## config.mk

```make
export PLATFORM = sky130hd
export DESIGN_NAME = lc3b_pipe_reg
export DESIGN_NICKNAME = d
export VERILOG_FILES = /design/src/rtl/lc3b_pipe_reg.sv
export SDC_FILE = /design/constraint.sdc
export NUM_CORES = 1
export LEC_CHECK = 0
export CAP_MARGIN = 20
export CORE_MARGIN = 5
export CORE_UTILIZATION = 30
export DETAILED_ROUTE_END_ITERATION = 8
export GPL_ROUTABILITY_DRIVEN = 0
export HOLD_SLACK_MARGIN = 0.15
export PLACE_DENSITY = 0.52
export SYNTH_ARGS = -nofsm -noshare
export SYNTH_HDL_FRONTEND = slang
export SYNTH_SLANG_ARGS = --single-unit
```

## constraint.sdc

```tcl
create_clock -name clk -period 2.3 [get_ports clk]
set_clock_uncertainty 0.1 [all_clocks]
set_input_delay 0.23 -clock clk [delete_from_list [all_inputs] [get_ports clk]]
set_output_delay 0.23 -clock clk [all_outputs]
set_load 0.02 [all_outputs]
```

## src/rtl/lc3b_pipe_reg.sv

```systemverilog
// lc3b_pipe_reg: generic LC-3b pipeline stage register with a two-entry skid buffer.
//
// Ports:
//   clk, reset_n           clock, asynchronous active-low reset
//   flush                  synchronous kill of every held beat (inserts a bubble)
//   in_valid / in_ready    upstream handshake; in_ready depends on state only
//   in_data / in_ctrl      upstream payload and control word
//   out_valid / out_ready  downstream handshake
//   out_data / out_ctrl    payload and control word, forced to zero when no beat is held
//   count                  number of beats held (0, 1, 2)
module lc3b_pipe_reg #(
    parameter int unsigned DATA_W = 70,
    parameter int unsigned CTRL_W = 32
) (
    input  logic              clk,
    input  logic              reset_n,
    input  logic              flush,
    input  logic              in_valid,
    output logic              in_ready,
    input  logic [DATA_W-1:0] in_data,
    input  logic [CTRL_W-1:0] in_ctrl,
    output logic              out_valid,
    input  logic              out_ready,
    output logic [DATA_W-1:0] out_data,
    output logic [CTRL_W-1:0] out_ctrl,
    output logic [1:0]        count
);

    // The state encoding is the occupancy count itself.
    typedef enum logic [1:0] {
        EMPTY = 2'd0,
        ONE   = 2'd1,
        FULL  = 2'd2
    } state_t;

    state_t            state, state_next;
    logic [DATA_W-1:0] main_data, main_data_next;
    logic [CTRL_W-1:0] main_ctrl, main_ctrl_next;
    logic [DATA_W-1:0] skid_data, skid_data_next;
    logic [CTRL_W-1:0] skid_ctrl, skid_ctrl_next;
    logic              accept;
    logic              take;

    // Handshake flags come straight from the state register.
    assign in_ready  = (state != FULL);
    assign out_valid = (state != EMPTY);
    assign count     = state;

    assign accept = in_valid & in_ready;
    assign take   = out_valid & out_ready;

    // Outputs present the main entry; bubbles are masked to all-zero.
    assign out_data = out_valid ? main_data : '0;
    assign out_ctrl = out_valid ? main_ctrl : '0;

    always_ff @(posedge clk or negedge reset_n) begin
        if (!reset_n) begin
            state     <= EMPTY;
            main_data <= '0;
            main_ctrl <= '0;
            skid_data <= '0;
            skid_ctrl <= '0;
        end else begin
            state     <= state_next;
            main_data <= main_data_next;
            main_ctrl <= main_ctrl_next;
            skid_data <= skid_data_next;
            skid_ctrl <= skid_ctrl_next;
        end
    end

    always_comb begin
        state_next     = state;
        main_data_next = main_data;
        main_ctrl_next = main_ctrl;
        skid_data_next = skid_data;
        skid_ctrl_next = skid_ctrl;

        if (flush) begin
            // Flush wins over everything: drop held beats and anything moving this cycle.
            state_next     = EMPTY;
            main_data_next = '0;
            main_ctrl_next = '0;
            skid_data_next = '0;
            skid_ctrl_next = '0;
        end else begin
            unique case (state)
                EMPTY: begin
                    if (accept) begin
                        state_next     = ONE;
                        main_data_next = in_data;
                        main_ctrl_next = in_ctrl;
                    end
                end
                ONE: begin
                    if (accept && take) begin
                        main_data_next = in_data;
                        main_ctrl_next = in_ctrl;
                    end else if (accept) begin
                        state_next     = FULL;
                        skid_data_next = in_data;
                        skid_ctrl_next = in_ctrl;
                    end else if (take) begin
                        state_next     = EMPTY;
                        main_data_next = '0;
                        main_ctrl_next = '0;
                    end
                end
                FULL: begin
                    // in_ready is low here, so only a take can move the state.
                    if (take) begin
                        state_next     = ONE;
                        main_data_next = skid_data;
                        main_ctrl_next = skid_ctrl;
                        skid_data_next = '0;
                        skid_ctrl_next = '0;
                    end
                end
                default: begin
                    state_next     = EMPTY;
                    main_data_next = '0;
                    main_ctrl_next = '0;
                    skid_data_next = '0;
                    skid_ctrl_next = '0;
                end
            endcase
        end
    end

endmodule

```

# Word level (Yosys, flattened, before mapping)
# Index checks and enable logic that the tools add are counted.
# classes
n_eq_ne	11
n_mux	29
bitwise_logic	2
n_reduce_logical	6
# ops
op	count
$mux W70	9
$pmux W70 S3	2
$mux W32	9
$pmux W32 S3	2
$mux W2	6
$ne A3 B3 Y1 const B	4
$ne A4 B4 Y1 const B	3
$reduce_and A4 Y1	3
$pmux W2 S3	1
$ne A2 B2 Y1 const B	2
$and A1 B1 Y1	2
$eq A2 B1 Y1 const B	1
$eq A2 B2 Y1 const B	1
$logic_not A2 Y1	1
$reduce_bool A2 Y1	1
$logic_and A1 B1 Y1	1
# totals
ff_bits	206
input_bits	107
out_inout_bits	106
word_cells	53

# Logic depth before layout (Yosys ltp)
# logic_depth
ltp_word	7
mapped_depth	7
ltp_nobuf	4

# Least setup slack after synthesis
# No wires, ideal clock.
# synth_path
kind	reg-to-output
from	reg state[1], in the netlist count[1]
to	out out_ctrl[0]
arrival_time_ns	1.431
required_time_ns	1.970
slack_ns	0.539
path_stages_with_launch	6
n_path_buf	2
cell_sequence	dfrtp_1 -> nor2_1 -> inv_1 -> clkbuf_1 -> clkbuf_1 -> and2_1
# synth_via
elab_chain_len	2
# synth_lines
element	line_no	rtl
start: declaration	36	state_t state, state_next;
start signal: assignment	64	state <= state_next;
$reduce_bool A2 Y1	46	assign out_valid = (state != EMPTY);
$mux W32	54	assign out_ctrl = out_valid ? main_ctrl : '0;
end: declaration	25	output logic [CTRL_W-1:0] out_ctrl,
# Every way passes these cells.

# Final worst setup path
# layout_path
from	reg state[1], in the netlist count[1]
to	out out_data[53]
# layout_via
elab_chain_len	2
# layout_lines
element	line_no	rtl
$reduce_bool A2 Y1	46	
$mux W70	53	assign out_data = out_valid ? main_data : '0;
end: declaration	24	output logic [DATA_W-1:0] out_data,
# Every way passes these cells.

==> summary.md <==
| Metric | Value |
|---|---|
| Status | `finished, final reports clean` |
| Routed vias | `7563` |
| Crit path launch type | `flip-flop` |
| Post-Syn Area | `10270 sq um` |
| Initial drt markers | `558` |
| Rel. slew slack | `0.6300` |
| Peak supply drop | `0.4316 mV` |
| Synthesized area per cell | `11.14 sq um` |
| DRC Markers | `0` |
| Grt total ovfl | `0` |
| Count of final max-slew check failures | `0` |
| Largest net degree at the start of global routing | `61` |
| Tcrit/Tclk final | `0.9581` |
| WL/cell | `18.55 microns` |
| Final setup fails | `0` |
| Cell variety after synth | `24` |
| Post-route setup slack | `96.35 ps` |
| Global-route usage over all layers | `0.1528` |
| Crit path DAT | `1870 ps` |
| Area grow syn2layout | `35.28%` |
| # rows | `67` |
| Post-DRT Antenna Nets | `0` |
| Switching Fraction | `0.2685` |
| First-pass GRT wire length | `47.57 mm` |
| CTS Buf Count | `25` |
| YS warnings | `0` |
| Die Ht | `195.1 microns` |
| Core area | `33700 sq um` |
| Comb pwr share | `0.163` |
| Required time of the critical path | `1970 ps` |
| Yosys reg bits | `206` |
| DRT Pass-1 Iters | `6` |
| Fmax | `453.8 MHz` |
| Psw | `0.002562 W` |
| Post-Synth XOR/XNOR Area | `0` |
| Instance area after placement | `13150 sq um` |
| Syn Nets | `1029` |
| CTS Root Cell | `clkbuf_16` |
| Worst hold path type | `in2async` |
| Post-synthesis mux area share | `0.09938` |
| Ports | `213` |
| Leak | `6.507 nW` |
| Post-synthesis adder-cell area fraction | `0` |
| Top-area cell type share of the netlist area | `0.5018` |
| Ant. Diodes | `0` |
| HPWL after DPL | `18.57 mm` |
| Top area cells in the synthesized netlist | `dfrtp_1 (50%), o2bb2ai_2 (10%), mux2i_1 (9.9%)` |
| Sequential element share of the synthesized area | `0.5018` |
| Post-place setup slack | `156.8 ps` |
| Worst slew pin tran | `555.0 ps` |
| Max Buffers Root-to-Sink | `3` |
| Critical path type | `reg2out` |
| Clock latency on the worst-skew pair | `510 ps` |
| P_int | `0.006980 W` |
| Via/cell ratio | `4.757` |
| Reg clk slew, reported paths | `60 ps` |
| # H-tree levels | `1` |
| Synth Area in Compound Gates | `0.2101` |
| RSZ-0062 raised after global routing | `false` |
| Initial antenna violation count | `0` |
| Maxcap violations | `0` |
| Power per Cell Area | `686.6 nW/um^2` |
| Share of post-route cells with drive strength above 1 | `0.1419` |
| Final min period | `2204 ps` |
| Top cell type by total area after synthesis | `dfrtp_1` |
| Sequential share of power | `0.418` |
| Cell area after layout | `13900 sq um` |
| Most common cell after layout, fill and taps aside | `dfrtp_1` |
| Crit. End Element | `output port` |
| Clock power frac | `0.418` |
| Post-synthesis simple-gate area fraction | `0.1062` |
| Clock sinks | `206` |
| Critical Path Fanout Max | `35` |
| Most frequent cells in the layout | `dfrtp_1 (206), clkdlybuf4s50_1 (107), nand2_1 (104)` |
| Vias in the first global route | `8059` |
| Die area | `38050 sq um` |
| Mapped Cells | `922` |
| Largest family of logic cells by synthesized area | `compound AO/OA/AOI/OAI gates` |
| Final net count | `1231` |
| Initial core utilization | `0.3049` |
| Chip width | `195.1 microns` |
| DRT Wirelength | `29.50 mm` |
| CTS tree | `done` |
| Final hold violations | `0` |
| PortBufs | `212` |
-- Yosys cell counts --
library cell and n:
o2bb2ai_2 70, nor3b_1 1, buf_2 21, nand2_1 104, and2b_1 1, a22oi_1 102
and2_1 102, clkbuf_1 31, a21oi_1 3, o2bb2ai_1 32, o21ai_0 1, inv_1 104
dfrtp_1 206, buf_6 9, nor2b_1 5, o22a_1 1, o31ai_1 1, a21o_1 1
mux2i_1 102, nor2_1 3, nor3_1 1, o21ai_1 2, o21bai_1 1, buf_4 18
-- through the flow --
stage,std cells,total power [W],hold slack (ps),TNS [ps],util
2_1_floorplan,922,0.004880,-165.6,0,-
3_3_place_gp,1543,0.005661,176.4,0,0.3901
3_5_place_dp,1543,0.005667,174.7,0,0.3901
4_1_cts,1590,0.009693,172.9,-44.45,0.4121
5_1_grt,1590,0.009992,192.3,0,0.4124
6_report,1590,0.009542,182.8,0,0.4124
-- final timing paths --
path                         startpoint       endpoint  slack [ps]  cells past startpoint
max in group asynchronous       reset_n  main_ctrl[30]        1250                      3
min                             reset_n  main_data[17]         180                      2
max                            count[1]   out_data[53]         100                      5
min reg2reg                main_data[9]   main_data[9]         380                      1
max reg2reg                    count[1]  main_data[53]         320                      7
min in group clk             in_data[9]   skid_data[9]         200                      3
-- kinds of logic (layout without fill, tap and decap cells) --
| family | Yosys count | in the layout |
|---|---|---|
| simple gates | 217 | 217 |
| compound gates | 214 | 214 |
| flops | 206 | 206 |
| buf+inv | 183 | 403 |
| mux | 102 | 102 |
-- power groups by stage --
stage / clock network, W / logic (W) / registers (W)
after floorplan: 0 / 0.000864 / 0.00402
after global placement: 0 / 0.00161 / 0.00405
after detailed placement: 0 / 0.00162 / 0.00405
after CTS: 0.00410 / 0.00160 / 0.00399
after global routing: 0.00426 / 0.00171 / 0.00402
final: 0.00399 / 0.00156 / 0.00399
-- layer usage --
metal	part of all wire	wire length, microns	GRT usage
met3	0.045	1319	0.02481
met4	0.015	437	0.02845
met5	0	0	0
met2	0.48	14110	0.2543
met1	0.46	13630	0.2132
-- what timing repair did --
action                     CTS  global route
hold buffers                 1             0
buffers inserted             0             0
hold endpoints to repair   206             0
setup endpoints to repair  103            35
cloned                       1             0
resized for setup          110             3
-- cell type report --
| class | count | area (sq um) |
|---|---|---|
| Timing Repair Buffer | 254 | 2624 |
| Sequential cell | 206 | 5155 |
| Clock buffer | 37 | 740.7 |
| Inverter | 104 | 392.9 |
| Fill cell | 3304 | 19800 |
| Tap cell | 448 | 560.5 |
| Multi-Input combinational cell | 533 | 4333 |
| Clock inverter | 8 | 92.59 |
-- sequential cells by signal (all words and copies together), names as in the netlist --
name and count:
main_ctrl 32, skid_ctrl 32, skid_data 70, count 2, main_data 70
-- critical path, stage by stage (launching register included) --
cell and delay (ps):
dfrtp_1 410, nor2_4 150, inv_4 90, buf_12 180, and2_1 200, dlygate4sd2_1 330
Power figures use the tool's default switching activity.
